$ cat src/rtl/serial_subtractor.sv
`default_nettype none
// ============================================================================
// Module   : serial_subtractor
// Purpose  : Bit-serial, LSB-first subtractor computing a - b - bin modulo
//            2^WIDTH, plus the final unsigned borrow-out. One bit per clock.
//            The optional zero/ovf result flags exist only when the macro
//            SERIAL_SUB_FLAGS_EN is defined.
// Revision : 1.0 - initial release
// ============================================================================
module serial_subtractor #(
  parameter int WIDTH = 8
) (
  input  logic             clk,
  input  logic             rst,
  input  logic             start,
  input  logic [WIDTH-1:0] a,
  input  logic [WIDTH-1:0] b,
  input  logic             bin,
  output logic             busy,
  output logic             done,
  output logic [WIDTH-1:0] diff,
  output logic             bout
`ifdef SERIAL_SUB_FLAGS_EN
  ,
  output logic             zero,
  output logic             ovf
`endif
);

  // Counter is one bit wider than needed to index WIDTH bits, so it can
  // reach WIDTH after the final shift without ever wrapping.
  localparam int                 c_CNT_W = $clog2(WIDTH) + 1;
  localparam logic [c_CNT_W-1:0] c_LAST  = c_CNT_W'(WIDTH - 1);

  typedef enum logic [1:0] {
    S_IDLE  = 2'd0,
    S_SHIFT = 2'd1,
    S_DONE  = 2'd2
  } state_t;

  state_t             r_state;
  state_t             w_state_nxt;

  // r_a doubles as the result register: minuend bits leave at the bottom
  // while difference bits enter at the top.
  logic [WIDTH-1:0]   r_a;
  logic [WIDTH-1:0]   r_b;
  logic               r_br;
  logic [c_CNT_W-1:0] r_cnt;
  logic [WIDTH-1:0]   r_diff;
  logic               r_bout;

  logic               w_accept;
  logic               w_last;
  logic               w_ai;
  logic               w_bi;
  logic               w_d;
  logic               w_br_nxt;
  logic [WIDTH-1:0]   w_res;

  assign w_ai     = r_a[0];
  assign w_bi     = r_b[0];
  assign w_d      = w_ai ^ w_bi ^ r_br;
  assign w_br_nxt = (~w_ai & w_bi) | (~(w_ai ^ w_bi) & r_br);
  assign w_last   = (r_cnt == c_LAST);
  assign w_res    = {w_d, r_a[WIDTH-1:1]};

  assign diff = r_diff;
  assign bout = r_bout;

  // State register; reset forces IDLE without waiting for a clock edge.
  always_ff @(posedge clk or posedge rst) begin
    if (rst) begin
      r_state <= S_IDLE;
    end else begin
      r_state <= w_state_nxt;
    end
  end

  // Next-state, status outputs and operand-accept decode.
  always_comb begin
    w_state_nxt = r_state;
    busy        = 1'b0;
    done        = 1'b0;
    w_accept    = 1'b0;
    case (r_state)
      S_IDLE: begin
        if (start) begin
          w_accept    = 1'b1;
          w_state_nxt = S_SHIFT;
        end
      end
      S_SHIFT: begin
        busy = 1'b1;
        if (w_last) begin
          w_state_nxt = S_DONE;
        end
      end
      S_DONE: begin
        done = 1'b1;
        if (start) begin
          w_accept    = 1'b1;
          w_state_nxt = S_SHIFT;
        end else begin
          w_state_nxt = S_IDLE;
        end
      end
      default: begin
        w_state_nxt = S_IDLE;
      end
    endcase
  end

  // Operand latch on accept, then one full-subtractor step per SHIFT cycle.
  always_ff @(posedge clk or posedge rst) begin
    if (rst) begin
      r_a   <= '0;
      r_b   <= '0;
      r_br  <= 1'b0;
      r_cnt <= '0;
    end else if (w_accept) begin
      r_a   <= a;
      r_b   <= b;
      r_br  <= bin;
      r_cnt <= '0;
    end else if (r_state == S_SHIFT) begin
      r_a   <= w_res;
      r_b   <= {1'b0, r_b[WIDTH-1:1]};
      r_br  <= w_br_nxt;
      r_cnt <= r_cnt + c_CNT_W'(1);
    end
  end

  // Visible result updates only on the final shift edge and holds otherwise.
  always_ff @(posedge clk or posedge rst) begin
    if (rst) begin
      r_diff <= '0;
      r_bout <= 1'b0;
    end else if ((r_state == S_SHIFT) && w_last) begin
      r_diff <= w_res;
      r_bout <= w_br_nxt;
    end
  end

`ifdef SERIAL_SUB_FLAGS_EN
  logic r_zero;
  logic r_ovf;

  assign zero = r_zero;
  assign ovf  = r_ovf;

  // Flags track the result; on the final edge r_a[0]/r_b[0] hold the operand MSBs.
  always_ff @(posedge clk or posedge rst) begin
    if (rst) begin
      r_zero <= 1'b0;
      r_ovf  <= 1'b0;
    end else if ((r_state == S_SHIFT) && w_last) begin
      r_zero <= (w_res == '0) & ~w_br_nxt;
      r_ovf  <= (w_ai ^ w_bi) & (w_d ^ w_ai);
    end
  end
`endif

endmodule
`default_nettype wire

$ cat config.mk
export PLATFORM = sky130hd
export DESIGN_NAME = serial_subtractor
export DESIGN_NICKNAME = d
export VERILOG_FILES = /design/src/rtl/serial_subtractor.sv
export SDC_FILE = /design/constraint.sdc
export NUM_CORES = 1
export LEC_CHECK = 0
export CAP_MARGIN = 20
export CORE_ASPECT_RATIO = 0.75
export CORE_MARGIN = 2
export CORE_UTILIZATION = 44
export DETAILED_ROUTE_END_ITERATION = 10
export PLACE_DENSITY = 0.74
export SLEW_MARGIN = 20
export SYNTH_ARGS = -nofsm -noshare
export SYNTH_HDL_FRONTEND = slang
export SYNTH_SLANG_ARGS = --single-unit
$ cat constraint.sdc
create_clock -name clk -period 1.3 [get_ports clk]
set_input_delay 0.195 -clock clk [delete_from_list [all_inputs] [get_ports clk]]
set_output_delay 0.195 -clock clk [all_outputs]
set_load 0.01 [all_outputs]
### Word-level counts from Yosys, hierarchy flattened

Index checks and enable logic that the tools add are counted.

* word-level logic and storage cells: 41
* flip-flop bits (word level): 32
* output and inout port bits: 11
* input bits: 20

* mux-type cells: 16
* bitwise gates (word level): 7
* reduce and logical (&&, ||, !) cells: 5
* add/sub/neg operators: 1
* equality and inequality tests: 5

Operator list (number)
* 8-bit two-way mux: 4
* 4-bit two-way mux: 2
* 1-bit two-way mux: 7
* 2-bit one-hot mux with 3 select lines: 1
* 4-bit by 1-bit adder with 4-bit output (second input constant): 1
* 4-bit by 3-bit == test with 1-bit output (second input constant): 1
* 2-bit two-way mux: 2
* 2-bit != test (second input constant): 2
* 1-bit bitwise AND: 2
* 2-bit by 1-bit == test with 1-bit output (second input constant): 1
* 2-bit == test (second input constant): 1
* 2-bit logical NOT: 1
* 1-bit NOT: 2
* 2-bit AND reduction: 1
* 2-bit nonzero test: 1
* 2-bit OR reduction: 1
* 1-bit bitwise XOR: 2
* 1-bit logical AND: 1
* 1-bit OR: 1

### Longest topological paths before layout

* depth in word-level cells: 6
* gate-level depth with buffers: 6
* gate-level depth less buffers: 4

### Worst setup path before layout

No wires, ideal clock.

* path type: register -> register
* start: register r_cnt[0]
* end: register r_diff[0], in the netlist diff[0]
* arrival: 1300 ps
* setup time: 125 ps
* required time: 1175 ps
* stages on the path, launching flop included: 5
* buffers on the path: 0
* slack: -125 ps
* path through: dfrtp_1 -> ha_1 -> nand2_1 -> nor3_4 -> mux2_2

* longest elaborated chain between the ends: 2

RTL lines
* start: declaration: line 49 `logic [c_CNT_W-1:0] r_cnt;`
* start signal: assignment: line 130 `r_cnt <= r_cnt + c_CNT_W'(1);`
* 4-bit by 3-bit == test with 1-bit output: line 65 `assign w_last = (r_cnt == c_LAST);`
* 1-bit logical AND: line 139 `end else if ((r_state == S_SHIFT) && w_last) begin`
* end signal: assignment: line 140 `r_diff <= w_res;`
* end: declaration: line 50 `logic [WIDTH-1:0] r_diff;`

Every way passes these cells.
A chain may end at the register's enable or synchronous reset.

### Worst setup path in the final report

* start: register r_state[0]
* end: register r_diff[7], in the netlist diff[7]

* longest elaborated chain between the ends: 2

RTL lines
* start: declaration: line 41 `state_t r_state;`
* start signal: assignment: line 76 `r_state <= w_state_nxt;`
* 2-bit by 1-bit == test with 1-bit output: line 139
* 1-bit logical AND: line 139

Every way passes these cells.

==> results.json <==
{
  "final_cells": 212,
  "violations": "negative setup slack",
  "drtIter0Drc": 59,
  "route.detailed.drc": 0,
  "yosysWarnings": 0,
  "grt_pass1_vias": 1024,
  "syn_nets": 144,
  "maxSlewViolCount": 0,
  "synth_area_sq_mm": 0.00139,
  "final_cell_mix": "32 x dfrtp_1, 19 x clkdlybuf4s50_1, 16 x nand2_1",
  "hold_viol_final": 0,
  "synth_cell_types": 26,
  "worst-endpoint-arrival_ns": 1.57,
  "vias": 1132,
  "drive_above_1_share_pct": 28.7,
  "h-tree-depth": 2,
  "power.density_mw_per_mm2": 2540,
  "peakVddDrop_v": 0.00128,
  "setup_ws_ns": -0.0999,
  "critPathCaptureType": "register",
  "rsz0062_at_grt": "true",
  "finalCritPeriodShare_pct": 108,
  "fmax_mhz": 714,
  "vias_per_cell": 5.34,
  "hold_path_class": "primary input to asynchronous set/reset pin",
  "status": "complete, but fails checks",
  "setup_viol": 13,
  "grt_first_pass_wirelength_mm": 4.87,
  "skew_ns": 0.0141,
  "dr.pass1.iters": 4,
  "final_common_cell": "dfrtp_1",
  "core_sq_mm": 0.00298,
  "nets": 195,
  "die_w_um": 69.0,
  "avgSynthCellArea_sq_um": 11.4,
  "dp_worst_setup_slack_ns": -0.169,
  "die_y_um": 52.7,
  "pin_count": 31,
  "netlist_instances": 122,
  "leakagePower_nw": 0.989,
  "cts_tree": "done",
  "die_area_sq_mm": 0.00364,
  "start_kind": "register",
  "grt_overflow": 0,
  "clkSinkCount": 32,
  "row_count": 17,
  "required_ns": 1.47,
  "post-route-min-period_ns": 1.40,
  "cts_root_buf": "clkbuf_8",
  "antennaDiodeCount": 0,
  "maxSlewHeadroom_pct": 86.6,
  "grt_max_degree": 33,
  "wirelength_mm": 3.26,
  "post-dp-hpwl_mm": 2.06,
  "critPathMaxFanout": 5,
  "antenna_left": 0,
  "synth_seq_cells": 32,
  "avgRoutedWirePerCell_um": 15.4,
  "cts_made_buffers": 5,
  "setup_tns_ns": -0.802,
  "gp_congestion": 0.758,
  "areaGrowthSynthToFinish_pct": 51.3,
  "tightest_slew_ns": 0.196,
  "path_class": "register to register",
  "clk_pin_slew_worst_paths_ns": 0.07,
  "cap_violations": 0,
  "grt_usage_pct": 19.2,
  "clockBufferDepth": 2,
  "portBuffers": 30,
  "place_inst": 198,
  "start_util_pct": 46.8,
  "insertion_delay_ns": 0.29,
  "hold_buffers": 0,
  "ys_seq_area_share_pct": 57.5,
  "antenna_found_initial": 0
}
==> cell families (layout without fill, tap and decap cells) <==
kind of cell	count (synthesis)	count (layout)	share of synthesized area, %
and+or+nand+nor	43	43	15.6
AOI/OAI and AO/OA	21	21	11.4
buffers and inverters	13	65	4.49
DFF	32	32	57.5
muxes	11	11	8.63
adders and majority gates	2	2	2.34
==> critical path, cell delays in order (launching register included) <==
cell      delay [ns]
dfrtp_1         0.38
buf_6           0.12
nand2b_4        0.08
nor3_4          0.23
buf_6           0.17
mux2_4          0.30
==> power breakdown <==
part | total, mW | internal [mW] | switching [mW]
logic | 2.52 | 1.40 | 1.12
registers | 1.81 | 1.48 | 0.322
clock network | 1.03 | 0.676 | 0.359
total | 5.36 | 3.56 | 1.80
==> state kept, by name, indices dropped and copies added (netlist names) <==
register  cells
bout          1
diff          8
r_a           8
r_b           8
r_br          1
r_cnt         4
r_state       2
==> final cells by class <==
cell class | count | area [sq um]
flip-flops and latches | 32 | 801
repair buffers | 52 | 522
well taps | 38 | 47.5
clock buffers | 7 | 96.3
multi-input cells | 77 | 587
clock inverters | 1 | 30.0
fillers | 215 | 871
inverters | 5 | 23.8
==> what timing repair did <==
item	4_1_cts	5_1_grt
gates resized for setup	34	14
setup endpoints to repair	21	27
gates cloned	0	1
buffers inserted	2	3
==> layer usage <==
| layer | routed length (um) | share of wire (%) | GRT usage [%] | vias up |
|---|---|---|---|---|
| met2 | 1480 | 45 | 26.6 | 45 |
| met5 | 0 | 0 | 0 | - |
| met4 | 85 | 2.6 | 4.90 | 0 |
| li1 | - | - | - | 533 |
| met3 | 234 | 7.2 | 7.96 | 9 |
| met1 | 1460 | 45 | 27.6 | 545 |
==> Yosys cell counts <==
cell      number  area (sq um)
a221o_1        2          20.0
a22o_1         3          26.3
a22oi_1       12          90.1
a31oi_1        1          6.26
and2b_1        2          15.0
buf_2          5          25.0
buf_4          2          15.0
clkbuf_1       1          3.75
dfrtp_1       32           801
fa_1           1          20.0
ha_1           1          12.5
inv_1          4          15.0
inv_2          1          3.75
mux2_2         8          90.1
mux2i_1        3          30.0
nand2_1       17          63.8
nand2b_1       1          6.26
nand2b_4       1          13.8
nand3_1       13          65.1
nand4_1        1          6.26
nor2_1         4          15.0
nor2b_1        1          6.26
nor3_1         2          10.0
nor3_4         1          16.3
o21ai_0        2          10.0
o22ai_1        1          6.26
==> path summary, 6_finish.rpt <==
| path | from | endpoint | slack (ns) | cells after the start |
|---|---|---|---|---|
| worst max-delay path | r_state[0]$_DFFE_PP0P_ | diff[7]$_DFFE_PP0P_ | -0.1 | 5 |
| worst min register to register | r_b[7]$_DFFE_PP0P_ | r_b[7]$_DFFE_PP0P_ | 0.50 | 1 |
| min in group clk | a[7] | r_a[7]$_DFFE_PP0P_ | 0.49 | 3 |
| worst max register to register | r_state[0]$_DFFE_PP0P_ | diff[7]$_DFFE_PP0P_ | -0.1 | 5 |
| worst min-delay path | rst | r_cnt[3]$_DFFE_PP0P_ | 0.24 | 3 |
| max in group asynchronous | rst | r_b[4]$_DFFE_PP0P_ | 0.88 | 3 |
==> metrics by stage <==
stage	util [%]	total power [mW]	area, sq um	hold WS (ns)
finish	70.8	5.36	2110	0.240
global route	70.8	5.73	2110	0.280
CTS	67.4	4.99	2010	0.247
detailed placement	61.4	3.86	1830	0.488
global placement	61.4	3.78	1830	0.483
floorplan	-	3.00	1390	0.311
Power figures use the tool's default switching activity.
